$ cat config.mk
export PLATFORM = sky130hd
export DESIGN_NAME = vedic_mac_acc_flat
export DESIGN_NICKNAME = d
export VERILOG_FILES = /design/src/rtl/vedic_mac_acc_if.sv /design/src/rtl/vedic_mac_acc.sv /design/src/flat_wrapper.sv
export SDC_FILE = /design/constraint.sdc
export NUM_CORES = 1
export LEC_CHECK = 0
export ABC_AREA = 1
export BUFFER_PORTS_ARGS = -buffer_cell sky130_fd_sc_hd__buf_2
export CAP_MARGIN = 20
export CORE_AREA = 2 2 125 127
export CTS_CLUSTER_SIZE = 8
export DETAILED_ROUTE_END_ITERATION = 12
export DIE_AREA = 0 0 127 129
export PLACE_DENSITY = 0.57
export SYNTH_ARGS = -nofsm -noshare
export SYNTH_HDL_FRONTEND = slang
export SYNTH_SLANG_ARGS = --single-unit
$ cat constraint.sdc
create_clock -name clk -period 6.7 [get_ports clk]
set_input_delay 0.335 -clock clk [delete_from_list [all_inputs] [get_ports clk]]
set_output_delay 0.335 -clock clk [all_outputs]
set_load 0.02 [all_outputs]
$ cat src/rtl/vedic_mac_acc_if.sv
// Operand/result handshake bundle for the vedic multiply-accumulate block.
// The master drives operands and the result ready; the slave is the MAC.
interface vedic_mac_acc_if #(
  parameter int ACC_W = 24,
  parameter int LEN_W = 8
);
  logic             start;
  logic [LEN_W-1:0] len;
  logic             in_valid;
  logic             in_ready;
  logic [7:0]       a;
  logic [7:0]       b;
  logic             out_valid;
  logic             out_ready;
  logic [ACC_W-1:0] acc_out;
  logic             ovf;

  modport master (
    output start, len, in_valid, a, b, out_ready,
    input  in_ready, out_valid, acc_out, ovf
  );

  modport slave (
    input  start, len, in_valid, a, b, out_ready,
    output in_ready, out_valid, acc_out, ovf
  );
endinterface

$ cat src/rtl/vedic_mac_acc.sv
// Saturating unsigned dot-product engine: len beats of a*b are summed into
// an ACC_W-bit accumulator, with products formed by a vedic 8x8 multiplier.
module vedic_mac_acc #(
  parameter int ACC_W = 24,
  parameter int LEN_W = 8
) (
  input logic           clk,
  input logic           rst,
  vedic_mac_acc_if.slave bus
);

  typedef enum logic [1:0] {
    IDLE  = 2'd0,
    RUN   = 2'd1,
    DRAIN = 2'd2,
    DONE  = 2'd3
  } state_e;

  state_e           state_q, state_d;
  logic [LEN_W-1:0] cnt_q, cnt_d;
  logic [ACC_W-1:0] acc_q, acc_d;
  logic             ovf_q, ovf_d;
  logic [15:0]      prod_q, prod_d;
  logic             prod_v_q, prod_v_d;
  logic [15:0]      prod_s;
  logic [ACC_W:0]   sum_s;
  logic             in_ready_s, out_valid_s, accept_s, start_s;

  vedic8 u_mul (
    .a_i (bus.a),
    .b_i (bus.b),
    .p_o (prod_s)
  );

  // State register
  always_ff @(posedge clk) begin
    if (rst) begin
      state_q <= IDLE;
    end else begin
      state_q <= state_d;
    end
  end

  // Next-state logic; start is only honoured in IDLE
  always_comb begin
    state_d = state_q;
    case (state_q)
      IDLE: begin
        if (bus.start) begin
          state_d = (bus.len == {LEN_W{1'b0}}) ? DONE : RUN;
        end else begin
          state_d = IDLE;
        end
      end
      RUN: begin
        if (accept_s && (cnt_q == LEN_W'(1))) begin
          state_d = DRAIN;
        end else begin
          state_d = RUN;
        end
      end
      DRAIN: state_d = DONE;
      DONE: begin
        if (bus.out_ready) begin
          state_d = IDLE;
        end else begin
          state_d = DONE;
        end
      end
      default: state_d = IDLE;
    endcase
  end

  // Handshake outputs decoded from the current state
  always_comb begin
    in_ready_s  = 1'b0;
    out_valid_s = 1'b0;
    case (state_q)
      RUN:     in_ready_s  = 1'b1;
      DONE:    out_valid_s = 1'b1;
      default: begin
        in_ready_s  = 1'b0;
        out_valid_s = 1'b0;
      end
    endcase
  end

  assign accept_s = bus.in_valid & in_ready_s;
  assign start_s  = (state_q == IDLE) & bus.start;
  assign sum_s    = {1'b0, acc_q} + {{(ACC_W - 15){1'b0}}, prod_q};

  // The product is registered one beat ahead of accumulation, so the last
  // product lands in acc on the DRAIN -> DONE edge.
  always_comb begin
    cnt_d    = cnt_q;
    acc_d    = acc_q;
    ovf_d    = ovf_q;
    prod_d   = prod_q;
    prod_v_d = accept_s;
    if (start_s) begin
      acc_d    = {ACC_W{1'b0}};
      ovf_d    = 1'b0;
      cnt_d    = bus.len;
      prod_v_d = 1'b0;
    end else begin
      if (accept_s) begin
        cnt_d  = cnt_q - LEN_W'(1);
        prod_d = prod_s;
      end else begin
        cnt_d  = cnt_q;
        prod_d = prod_q;
      end
      if (prod_v_q && sum_s[ACC_W]) begin
        acc_d = {ACC_W{1'b1}};
        ovf_d = 1'b1;
      end else if (prod_v_q) begin
        acc_d = sum_s[ACC_W-1:0];
      end else begin
        acc_d = acc_q;
      end
    end
  end

  // Datapath registers
  always_ff @(posedge clk) begin
    if (rst) begin
      cnt_q    <= {LEN_W{1'b0}};
      acc_q    <= {ACC_W{1'b0}};
      ovf_q    <= 1'b0;
      prod_q   <= 16'h0000;
      prod_v_q <= 1'b0;
    end else begin
      cnt_q    <= cnt_d;
      acc_q    <= acc_d;
      ovf_q    <= ovf_d;
      prod_q   <= prod_d;
      prod_v_q <= prod_v_d;
    end
  end

  assign bus.in_ready  = in_ready_s;
  assign bus.out_valid = out_valid_s;
  assign bus.acc_out   = acc_q;
  assign bus.ovf       = ovf_q;

endmodule

// Unsigned 8x8 multiplier built from Urdhva-Tiryagbhyam 2x2 and 4x4 blocks.
module vedic8 (
  input  logic [7:0]  a_i,
  input  logic [7:0]  b_i,
  output logic [15:0] p_o
);

  function automatic logic [3:0] vedic2(input logic [1:0] x, input logic [1:0] y);
    logic t0, t1, c, hh;
    t0 = x[1] & y[0];
    t1 = x[0] & y[1];
    c  = t0 & t1;
    hh = x[1] & y[1];
    return {hh & c, hh ^ c, t0 ^ t1, x[0] & y[0]};
  endfunction

  function automatic logic [7:0] vedic4(input logic [3:0] x, input logic [3:0] y);
    logic [3:0] q0, q1, q2, q3;
    q0 = vedic2(x[1:0], y[1:0]);
    q1 = vedic2(x[3:2], y[1:0]);
    q2 = vedic2(x[1:0], y[3:2]);
    q3 = vedic2(x[3:2], y[3:2]);
    return {q3, q0} + {2'b00, q1, 2'b00} + {2'b00, q2, 2'b00};
  endfunction

  logic [7:0] q0_s, q1_s, q2_s, q3_s;

  assign q0_s = vedic4(a_i[3:0], b_i[3:0]);
  assign q1_s = vedic4(a_i[7:4], b_i[3:0]);
  assign q2_s = vedic4(a_i[3:0], b_i[7:4]);
  assign q3_s = vedic4(a_i[7:4], b_i[7:4]);
  assign p_o  = {q3_s, q0_s} + {4'h0, q1_s, 4'h0} + {4'h0, q2_s, 4'h0};

endmodule

$ cat src/flat_wrapper.sv
// flat-port wrapper written by rule: the top's interface ports become plain ports
module vedic_mac_acc_flat 
#(
  parameter int ACC_W = 24,
  parameter int LEN_W = 8
)
  (clk, rst, bus_start, bus_len, bus_in_valid, bus_a, bus_b, bus_out_ready, bus_in_ready, bus_out_valid, bus_acc_out, bus_ovf);
  vedic_mac_acc_if #(.ACC_W(ACC_W), .LEN_W(LEN_W)) bus_i ();
  input logic clk;
  input logic rst;
  input wire logic [$bits(bus_i.start)-1:0] bus_start;
  input wire logic [$bits(bus_i.len)-1:0] bus_len;
  input wire logic [$bits(bus_i.in_valid)-1:0] bus_in_valid;
  input wire logic [$bits(bus_i.a)-1:0] bus_a;
  input wire logic [$bits(bus_i.b)-1:0] bus_b;
  input wire logic [$bits(bus_i.out_ready)-1:0] bus_out_ready;
  output wire logic [$bits(bus_i.in_ready)-1:0] bus_in_ready;
  output wire logic [$bits(bus_i.out_valid)-1:0] bus_out_valid;
  output wire logic [$bits(bus_i.acc_out)-1:0] bus_acc_out;
  output wire logic [$bits(bus_i.ovf)-1:0] bus_ovf;
  assign bus_i.start = bus_start;
  assign bus_i.len = bus_len;
  assign bus_i.in_valid = bus_in_valid;
  assign bus_i.a = bus_a;
  assign bus_i.b = bus_b;
  assign bus_i.out_ready = bus_out_ready;
  assign bus_in_ready = bus_i.in_ready;
  assign bus_out_valid = bus_i.out_valid;
  assign bus_acc_out = bus_i.acc_out;
  assign bus_ovf = bus_i.ovf;
  vedic_mac_acc #(.ACC_W(ACC_W), .LEN_W(LEN_W)) u_core (.clk(clk), .rst(rst), .bus(bus_i));
endmodule
# Word level (Yosys, flattened, before mapping)
# Cells that the tools add are included.
[word_totals] wordCells=172 in_bits=29 out_inout_bits=27 ff_bits=52
[classes] muxes=11 n_addsub=12 n_eq_ne=4 bitwise=131 reduce_logical=8
[ops] op="bitwise AND 1 bit" count=98
[ops] op="adder 8 x 6 -> 8 bit" count=8
[ops] op="2-to-1 mux 24 bit" count=2
[ops] op="adder 16 x 12 -> 16 bit" count=2
[ops] op="XOR 1 bit" count=32
[ops] op="adder 24 x 16 -> 25 bit" count=1
[ops] op="2-to-1 mux 8 bit" count=2
[ops] op="== test 8 x 1 -> 1 bit, second input constant" count=1
[ops] op="logical NOT 8 bit" count=1
[ops] op="2-to-1 mux 2 bit" count=4
[ops] op="one-hot mux 2 bit (4 select lines)" count=1
[ops] op="subtractor 8 x 1 -> 8 bit, second input constant" count=1
[ops] op="== test 2 bit, second input constant" count=2
[ops] op="nonzero test 2 bit" count=2
[ops] op="== test 2 x 1 -> 1 bit, second input constant" count=1
[ops] op="logical AND 1 bit" count=2
[ops] op="logical NOT 2 bit" count=1
[ops] op="2-to-1 mux 1 bit" count=2
[ops] op="AND reduction 2 bit" count=1
[ops] op="OR reduction 2 bit" count=1
[ops] op="inverter 1 bit" count=1

# Logic depth before layout (Yosys ltp)
# Gate-level depths: netlist of run 1.
[logic_depth] word_depth=7 ltp_mapped=24 mapped_depth_nobuf=23

# By module
# From an unflattened synthesis of run 1, not the netlist that was laid out.
[hier_totals] hier_cells=923 hier_area_um2=5984.5
[by_module_without_submodules] module="vedic_mac_acc" seq_area_each_um2=1041.0 n_inst=1 area_each_um2=3355.7 cells_per_inst=519
[by_module_without_submodules] module="vedic8" seq_area_each_um2=0.0 n_inst=1 area_each_um2=2628.8 cells_per_inst=404

# Worst setup path after synthesis of run 1
# Ideal clock, no wire load.
[synth_path] path_type="input to register" start="input port bus_a[1]" end="register u_core.prod_q[11]" path_buffers=1 path_slack_ps=2436 arrival_time_ps=4206 required_ps=6642 stages=23 setup_time_ps=58 path_cell_list="clkbuf_1 nand2_1 inv_1 ha_1 ha_1 inv_1 fa_1 inv_1 ha_1 fa_1 xnor2_1 fa_1 inv_1 ha_1 inv_1 fa_1 nand3b_1 nand2_1 a21oi_1 or2_2 nand3_1 o211ai_1 inv_1"
[synth_between] elab_chain_cells=7 elab_cells_between_ends=30 cone_classes="add/sub (6); bitwise (24)"
[synth_rtl] element="from (decl)" line_no="flat_wrapper.sv:14" text="input wire logic [$bits(bus_i.a)-1:0] bus_a;"
[synth_rtl] element="bitwise AND 1 bit" line_no="vedic_mac_acc.sv:157" text="t0 = x[1] & y[0];"
[synth_rtl] element="bitwise AND 1 bit" line_no="vedic_mac_acc.sv:159" text="c = t0 & t1;"
[synth_rtl] element="XOR 1 bit or bitwise AND 1 bit (tied branches)" line_no="vedic_mac_acc.sv:161" text="return {hh & c, hh ^ c, t0 ^ t1, x[0] & y[0]};"
[synth_rtl] element="adder 8 x 6 -> 8 bit (2 in a row)" line_no="vedic_mac_acc.sv:170" text="return {q3, q0} + {2'b00, q1, 2'b00} + {2'b00, q2, 2'b00};"
[synth_rtl] element="adder 16 x 12 -> 16 bit" line_no="vedic_mac_acc.sv:179" text="assign p_o = {q3_s, q0_s} + {4'h0, q1_s, 4'h0} + {4'h0, q2_s, 4'h0};"
[synth_rtl] element="adder 16 x 12 -> 16 bit *" line_no="vedic_mac_acc.sv:179"
[synth_rtl] element="to (signal assigned)" line_no="vedic_mac_acc.sv:136" text="prod_q <= prod_d;"
[synth_rtl] element="to (decl)" line_no="vedic_mac_acc.sv:23" text="logic [15:0] prod_q, prod_d;"
# Mark *: on every way between the ends. The rest lies on a longest branch, timed or not.
# A chain may end at the register's enable or synchronous reset.

# Final worst setup path of run 1
[layout_path] start="input port bus_b[0]" end="register u_core.prod_q[11]"
[layout_between] elab_chain_cells=7 elab_cells_between_ends=30 cone_classes="add/sub (6); bitwise (24)"
[layout_rtl] element="from (decl)" line_no="flat_wrapper.sv:15" text="input wire logic [$bits(bus_i.b)-1:0] bus_b;"
[layout_rtl] element="bitwise AND 1 bit" line_no="vedic_mac_acc.sv:157"
[layout_rtl] element="bitwise AND 1 bit" line_no="vedic_mac_acc.sv:159"
[layout_rtl] element="XOR 1 bit or bitwise AND 1 bit (tied branches)" line_no="vedic_mac_acc.sv:161"
[layout_rtl] element="adder 8 x 6 -> 8 bit (2 in a row)" line_no="vedic_mac_acc.sv:170"
[layout_rtl] element="adder 16 x 12 -> 16 bit * (2 in a row)" line_no="vedic_mac_acc.sv:179"
# Marks and branches as above.

==> flow_summary.json, run 1 <==
{
  "ff2ff_path_depth": 14,
  "maxCapViolations": 0,
  "final_max_slew_viol_count": 0,
  "status": "completed",
  "yosys-top-cells-area": "dfxtp_1, ha_1, nand2_1, inv_1, fa_1",
  "antenna_found_initial": 0,
  "num_antenna_cells": 0,
  "tritoncts": "done",
  "clkSinkCount": 52,
  "post-route-min-period_ns": 4.23,
  "clk_latency_ns": 0.29,
  "yosys.cell_types.count": 41,
  "initial_core_util_pct": 39.2,
  "crit_chain": "buf_2 > nand2_1 > inv_1 > ha_1 > ha_1 > inv_1 > fa_1 > inv_1 > fa_1 > xnor2_1 > fa_1 > inv_1 > ha_1 > inv_1 > fa_1 > nand3b_1 > nand2_1 > a21oi_1 > or2_2 > nand3_1 > o211ai_1 > inv_1",
  "yosysMostFrequentCell": "nand2_1",
  "rsz0062_at_grt": "no",
  "setup_tns_ns": 0,
  "intPower_w": 0.000667,
  "grt_max_degree": 27,
  "synthFlopType": "dfxtp_1",
  "port_buffers": 55,
  "drive_above_1_share_pct": 9.71,
  "routed_wl_mm": 13.4,
  "numCtsBuffers": 5,
  "cp_common_cell": "inv_1",
  "hold_viol": 0,
  "syn-cell-area_um2": 5870,
  "dieArea_um2": 16400,
  "powerDensity_nw_per_um2": 173,
  "grt_remaining_overflow": 0,
  "holdPathStages": 3,
  "synth_top_area_share_pct": 17.7,
  "grt_pass1_wl_mm": 23.3,
  "cts-htree-levels": 2,
  "synthesis.nets": 1016,
  "path_class": "input port to flop",
  "clockBufferDepth": 2,
  "yosys.area.top_type": "dfxtp_1",
  "fmaxAchievable_mhz": 236,
  "worstMarginPinSlew_ns": 0.698,
  "yosysSeqAreaShare_pct": 17.7,
  "cts_resized": 0,
  "avgRoutedWirePerCell_um": 12.1,
  "path_delay_family": "adder cells",
  "post-route-period-util_pct": 63.1,
  "seq_power_share_pct": 30.7,
  "grt_usage_pct": 17.3,
  "yosysWarnings": 0,
  "p_sw_share_pct": 39.7,
  "switchingPower_w": 0.000440,
  "path_max_fanout": 8,
  "vias_per_cell": 4.70,
  "ant_nets": 0,
  "cts_setup_buffers": 0,
  "post-route-drc-count": 0,
  "die_w_um": 127,
  "final_core_util_pct": 42.6,
  "postSynthAreaPerCell_um2": 6.64,
  "drt_iter0_markers": 197,
  "area_delta_synth_final_pct": 8.81,
  "synthArstFlopShare_pct": 0,
  "yosys_register_bits": 52,
  "syn_inst": 883,
  "nFillCells": 1645,
  "clk_pin_slew_ns": 0.06,
  "finalSetupViolCount": 0,
  "path_buf_inv": 7,
  "rows": 45,
  "slowest_delay_ns": 0.52,
  "finalNetCount": 1050,
  "holdCritPathClass": "input port to flop",
  "cp.depth": 22,
  "core_area_um2": 15000,
  "gp_congestion": 0.877,
  "cp-end-kind": "flop",
  "cts_hold_buf": 0,
  "start_kind": "input port",
  "ir_worst_vdd_v": 0.0000910,
  "cp.required_ns": 6.94,
  "combPwrFrac_pct": 47.2,
  "p_leak_nw": 3.73,
  "die_y_um": 129,
  "first_pass_iters": 5,
  "grt_pass1_vias": 5022,
  "slew_headroom_pct": 53.2,
  "num_io_pins": 56,
  "synth_common_cells": "nand2_1, inv_1, ha_1",
  "vias": 5192,
  "skew_ns": 0.00529,
  "synth_edf_count": 0,
  "dp_hpwl_mm": 11.0,
  "clkPwrFrac_pct": 22.1,
  "cpMaxStageDelayCell": "fa_1",
  "root_buffer": "clkbuf_16",
  "cp_data_arrival_time_ns": 4.47
}
## metal layers
metal,share of wire [%],track usage (%),up-vias
li1,-,-,2805
met5,0,0,-
met3,2.4,1.50,8
met2,49,31.5,62
met1,48,22.3,2317
met4,1.0,4.01,0
## cells in the final DEF, fill, tap and decap left out, drive strengths merged
cell / count
a21o: 2
a21oi: 50
a221oi: 1
a31oi: 16
a32oi: 1
a41oi: 2
and2: 1
buf: 56
clkbuf: 6
clkinv: 4
dfxtp: 52
fa: 30
ha: 74
inv: 197
nand2: 223
nand3: 49
nand3b: 5
nand4: 5
nor2: 64
nor3: 8
nor4: 3
o211ai: 3
o21a: 3
o21ai: 30
o21bai: 3
o31ai: 1
or2: 4
xnor2: 17
xor2: 7
## power groups by stage
stage          Combinational [W]  Sequential [W]  Clock (W)
2_1_floorplan           0.000420        0.000345          0
3_3_place_gp            0.000527        0.000347          0
3_5_place_dp            0.000528        0.000347          0
4_1_cts                 0.000532        0.000340   0.000253
5_1_grt                 0.000623        0.000343   0.000265
6_report                0.000523        0.000340   0.000244
## sequential cells by signal, summed over array words and instances, names as in the netlist
signal	count
u_core.prod_q	16
u_core.prod_v_q	1
u_core.bus.ovf	1
u_core.cnt_q	8
u_core.state_q	2
u_core.bus.acc_out	24
## kinds of logic after synthesis
family	count (synthesis)	share of synthesized area (%)
adders and majority gates	104	26.0
AOI/OAI and AO/OA	112	10.9
and+or+nand+nor	362	26.7
xor gates and xnor gates	24	3.58
buffers and inverters	229	15.1
DFF	52	17.7
## final timing paths
kind	start	endpoint	slack (ns)
max	bus_b[0]	u_core.prod_q[11]	2.47
min	bus_len[1]	u_core.cnt_q[1]	0.31
max reg2reg	u_core.bus.acc_out[0]	u_core.bus.acc_out[11]	4.29
min reg2reg	u_core.bus.ovf	u_core.bus.ovf	0.45
## through the flow
step | setup slack, ns | cells | hold WS [ns] | area, um^2 | power, W
after floorplan | 2.44 | 883 | 0.449 | 5870 | 0.000765
after global placement | 2.16 | 1098 | 0.436 | 6250 | 0.000874
after detailed placement | 2.13 | 1098 | 0.439 | 6250 | 0.000875
after CTS | 2.43 | 1105 | 0.309 | 6380 | 0.00112
after global routing | 2.13 | 1105 | 0.326 | 6380 | 0.00123
final | 2.47 | 1105 | 0.307 | 6380 | 0.00111
## final cells by class
| type | count | area, um^2 | area share [%] |
|---|---|---|---|
| clock inverter | 1 | 5.00 | 0.0784 |
| sequential | 52 | 1040 | 16.3 |
| clock buffer | 6 | 129 | 2.02 |
| multi-input combinational | 602 | 3940 | 61.7 |
| tap | 188 | 235 | 3.69 |
| inverter | 200 | 751 | 11.8 |
| timing repair buffer | 56 | 283 | 4.43 |
## worst register-to-register path: cells and delay by family (launching register included)
family	cells	cell delay [ns]
flops	1	0.36
fa+ha+maj	2	0.63
simple gates	10	1.19
buf+inv	2	0.17
Power figures use the tool's default switching activity.
==> run 2: changes to the inputs <==
- clock period: 6.7 -> 4 ns (I/O delays scaled with it)
==> run 2 against run 1 <==
  * First-iteration DRC count decreased by 6.6%
  * Routed wire length increased by 1.3%
  * Clock-buffer cell count unchanged
  * Die area unchanged
  * Global-route usage increased by 0.15 points
  * Largest cell class unchanged
  * Largest power group unchanged
==> flow_summary.json, run 2 (synthesis gave the netlist of run 1 again) <==
{
  "status": "completed",
  "final_common_cell": "nand2_1",
  "grt_max_degree": 27,
  "clkPwrFrac_pct": 23.3,
  "path_delay_family": "adder cells",
  "placed_area_um2": 6520,
  "final_max_slew_viol_count": 0,
  "path_buf_inv": 5,
  "final_cell_mix": "nand2_1, inv_1, ha_1",
  "dp_hpwl_mm": 11.3,
  "seq_power_share_pct": 27.3,
  "path_max_fanout": 6,
  "rsz0062_at_grt": "yes",
  "cts_hold_buf": 0,
  "gp_congestion": 0.871,
  "post-route-min-period_ns": 3.81,
  "fmaxAchievable_mhz": 262,
  "p_sw_share_pct": 37.6,
  "power_w": 0.00208,
  "final_core_util_pct": 45.0,
  "initial_core_util_pct": 39.2,
  "finalNetCount": 1087,
  "die_y_um": 129,
  "num_antenna_cells": 0,
  "post-route-drc-count": 0,
  "cp-end-kind": "flop",
  "fin_area_um2": 6750,
  "holdCritPathClass": "input port to flop",
  "grt_usage_pct": 17.5,
  "area_delta_synth_final_pct": 15.0,
  "grt_pass1_wl_mm": 23.6,
  "cp_common_cell": "inv_1",
  "cts-htree-levels": 2,
  "drt_iter0_markers": 184,
  "grt_pass1_vias": 5192,
  "skew_ns": 0.00529,
  "wl_met3_um": 273,
  "cpMaxStageDelayCell": "fa_1",
  "routed_wl_mm": 13.6,
  "slowest_delay_ns": 0.46,
  "drive_above_1_share_pct": 14.7,
  "drt-met1-wl_mm": 6.54,
  "intPower_w": 0.00130,
  "crit_chain": "clkbuf_4 > nand2_1 > inv_1 > ha_2 > ha_1 > fa_1 > ha_2 > fa_2 > xnor2_2 > fa_1 > inv_1 > ha_2 > inv_1 > fa_2 > nand3b_1 > nand2_2 > a21oi_2 > or2_2 > nand3_1 > o211ai_1 > inv_1",
  "tritoncts": "done",
  "port_buffers": 55,
  "slew_headroom_pct": 52.9,
  "cp_data_arrival_time_ns": 4.05,
  "instances_no_fill": 1143,
  "post-route-period-util_pct": 95.3,
  "powerDensity_nw_per_um2": 309,
  "largest_reg_flops": 24,
  "start_kind": "input port",
  "avgRoutedWirePerCell_um": 11.9,
  "numCtsBuffers": 5,
  "clk_latency_ns": 0.29,
  "cp.required_ns": 4.24,
  "num_io_pins": 56,
  "rows": 45,
  "core_area_um2": 15000,
  "worstMarginPinSlew_ns": 0.703,
  "ant_nets": 0,
  "vias": 5327,
  "clockBufferDepth": 2,
  "fin_hold_ws_ns": 0.170,
  "first_pass_iters": 4,
  "met2_length_mm": 6.37,
  "hold_viol": 0,
  "vias_per_cell": 4.66,
  "antenna_found_initial": 0,
  "maxCapViolations": 0,
  "p_leak_nw": 3.93,
  "clk_pin_slew_ns": 0.06,
  "switchingPower_w": 0.000783,
  "combPwrFrac_pct": 49.4,
  "path_class": "input port to flop",
  "die_w_um": 127,
  "root_buffer": "clkbuf_16",
  "top_layer": "met4",
  "grt_remaining_overflow": 0,
  "finalSetupViolCount": 0,
  "ir_worst_vdd_v": 0.000164,
  "dp_cells": 1134,
  "dieArea_um2": 16400,
  "clkSinkCount": 52
}
[run 2: cell types whose count changed in the layout (fill, tap and decap cells not counted), sizes merged]
cell | previous run | this run
buf | 56 | 92
bufinv | 0 | 1
clkbuf | 6 | 7
[run 2: per-layer routing]
layer	track usage, %	vias up
li1	-	2885
met3	1.29	23
met1	21.9	2337
met4	6.40	0
met2	31.5	82
met5	0	-
[run 2: layout make-up]
| cell class | instances | area, um^2 |
|---|---|---|
| fillers | 1596 | 8230 |
| repair buffers | 93 | 571 |
| clock inverters | 2 | 35.0 |
| inverters | 200 | 751 |
| multi-input cells | 602 | 3980 |
| clock buffers | 6 | 129 |
| well taps | 188 | 235 |
| flip-flops and latches | 52 | 1040 |
[run 2: power by group through the flow]
stage	clock (W)	combinational, W	sequential [W]
finish	0.000486	0.00103	0.000569
floorplan	0	0.000707	0.000577
detailed placement	0	0.00100	0.000581
global placement	0	0.00100	0.000580
CTS	0.000502	0.00101	0.000569
global route	0.000520	0.00120	0.000573
[run 2: worst min-delay path, delay by kind of cell]
family,cells,cell delay [ns]
AOI/OAI and AO/OA,1,0.07
and+or+nand+nor,1,0.07
buffers and inverters,1,0.09
[run 2: repair_timing]
item	4_1_cts	5_1_grt
endpoints found under the setup margin	0	7
gates resized for setup	0	19
buffers inserted	0	1
[run 2: stage by stage]
step           setup TNS [ns]  worst slack, ns
6_report                    0            0.188
5_1_grt               -0.0136          -0.0127
3_3_place_gp           -0.506           -0.105
3_5_place_dp           -0.708           -0.157
4_1_cts                     0            0.151
2_1_floorplan               0           0.0449
[run 2: path summary, 6_finish.rpt]
path / from / to / slack, ns / cells past startpoint
setup / recovery: bus_a[1] / u_core.prod_q[11] / 0.19 / 21
hold / removal: bus_len[1] / u_core.cnt_q[1] / 0.17 / 3
setup reg to reg: u_core.bus.acc_out[0] / u_core.bus.acc_out[11] / 1.58 / 14
hold reg to reg: u_core.bus.ovf / u_core.bus.ovf / 0.45 / 2
==> run 3: changes to the inputs <==
- CTS_CLUSTER_DIAMETER: not set -> 40
- SETUP_SLACK_MARGIN: not set -> 0.5
==> run 3 against run 2 <==
  * Routed wire length up 4.1%
  * Die area stayed put
  * Flip-flop and latch count unchanged
  * Non-clock buffer count decreased by 7
  * Highest routed layer unchanged
  * Critical path depth grew 1
  * Combinational power up 34%
  * Design area grew 7.9%
  * Largest power group unchanged
  * Register-to-register slack lost 0.06 ns
==> flow_summary.json, run 3 (synthesis gave the netlist of run 1 again) <==
{
  "tritoncts": "done",
  "final_common_cell": "nand2_1",
  "port_buffers": 55,
  "skew_ns": 0.00606,
  "path_class": "input port to flop",
  "cp.required_ns": 4.24,
  "finalNetCount": 1080,
  "largest_reg_flops": 24,
  "dp_cells": 1119,
  "drt_iter0_markers": 176,
  "worstMarginPinSlew_ns": 0.735,
  "hold_viol": 0,
  "r2r_start": "u_core.bus.acc_out[0]",
  "post-route-min-period_ns": 3.60,
  "die_y_um": 129,
  "maxCapViolations": 0,
  "rows": 45,
  "vias_per_cell": 4.69,
  "drive_above_1_share_pct": 23.1,
  "clk_pin_slew_ns": 0.06,
  "slew_headroom_pct": 50.7,
  "grt_usage_pct": 17.6,
  "clkSinkCount": 52,
  "cts_hold_buf": 0,
  "area_delta_synth_final_pct": 24.1,
  "final_core_util_pct": 48.6,
  "cts-htree-levels": 2,
  "root_buffer": "clkbuf_16",
  "die_w_um": 127,
  "dp_worst_setup_slack_ns": -0.0318,
  "setup.worst_path.start": "bus_b[0]",
  "fmaxAchievable_mhz": 278,
  "num_io_pins": 56,
  "path_max_fanout": 6,
  "rsz0062_at_grt": "yes",
  "top_usage_layer": "met2",
  "worstHoldStart": "bus_len[1]",
  "status": "completed",
  "start_kind": "input port",
  "p_leak_nw": 3.94,
  "vias": 5323,
  "met1_usage_pct": 22.2,
  "use_met2_pct": 32.8,
  "initial_core_util_pct": 39.2,
  "ir_worst_vdd_v": 0.000166,
  "post-route-drc-count": 0,
  "dp_hpwl_mm": 11.3,
  "met3_usage_pct": 1.33,
  "grt_max_degree": 37,
  "grt_pass1_vias": 5230,
  "final_cell_mix": "nand2_1, inv_1, nor2_1",
  "first_pass_iters": 5,
  "gp_congestion": 0.863,
  "clockBufferDepth": 2,
  "num_antenna_cells": 0,
  "finalSetupViolCount": 0,
  "grt_pass1_wl_mm": 23.8,
  "cp_data_arrival_time_ns": 3.84,
  "fin_ws_ns": 0.396,
  "antenna_found_initial": 0,
  "post-route-period-util_pct": 90.1,
  "core_area_um2": 15000,
  "holdCritPathClass": "input port to flop",
  "clk_latency_ns": 0.29,
  "numCtsBuffers": 5,
  "routed_wl_mm": 14.1,
  "dieArea_um2": 16400,
  "instances_no_fill": 1136,
  "avgRoutedWirePerCell_um": 12.4,
  "powerDensity_nw_per_um2": 338,
  "ant_nets": 0,
  "final_max_slew_viol_count": 0,
  "cp-end-kind": "flop",
  "grt_remaining_overflow": 0
}
## run 3: report_power, final
group / internal [W] / switching, W
Sequential: 0.000547 / 0.0000214
Combinational: 0.000643 / 0.000734
Clock: 0.000329 / 0.000187
## run 3: cell type report
| type | count | area (um^2) |
|---|---|---|
| Clock inverter | 1 | 30.0 |
| Inverter | 200 | 753 |
| Tap cell | 188 | 235 |
| Fill cell | 1508 | 7700 |
| Multi-Input combinational cell | 602 | 4450 |
| Clock buffer | 7 | 153 |
| Sequential cell | 52 | 1040 |
| Timing Repair Buffer | 86 | 614 |
## run 3: worst max-delay path, stage by stage
cell,delay [ns]
buf_12,0.11
nand2_2,0.06
inv_2,0.04
ha_4,0.15
ha_4,0.25
inv_2,0.03
fa_1,0.51
inv_2,0.05
fa_2,0.42
xnor2_2,0.15
fa_1,0.45
inv_1,0.07
ha_2,0.17
inv_2,0.04
fa_2,0.33
nand3b_1,0.18
nand2_2,0.10
a21oi_2,0.07
or2_4,0.24
nand3_2,0.05
o211ai_1,0.10
inv_1,0.07
## run 3: what timing repair did
| action | 4_1_cts | 5_1_grt |
|---|---|---|
| setup endpoints to repair | 8 | 8 |
| pin swaps | 26 | 46 |
| setup buffers | 3 | 6 |
| hold endpoints to repair | 0 | 0 |
| resized for setup | 61 | 64 |
## run 3: per-layer routing
metal  wire [um]  part of all wire, %
met2        6910                   49
met1        6760                   48
met5           0                    0
met4         242                  1.7
met3         235                  1.7
## run 3: worst paths after layout
check / cells after the start / endpoint / slack (ns)
setup / recovery: 22 / u_core.prod_q[11] / 0.40
hold / removal: 3 / u_core.cnt_q[1] / 0.16
setup reg to reg: 14 / u_core.bus.acc_out[11] / 1.52
hold reg to reg: 2 / u_core.bus.ovf / 0.45
## run 3: stage by stage
step / cell area [um^2] / setup TNS [ns] / hold WS, ns / power (W)
floorplan: 6040 / 0 / 0.355 / 0.00137
global placement: 6520 / 0 / 0.433 / 0.00164
detailed placement: 6520 / -0.0713 / 0.438 / 0.00164
CTS: 6950 / 0 / 0.165 / 0.00227
global route: 7280 / 0 / 0.183 / 0.00267
finish: 7280 / 0 / 0.164 / 0.00246
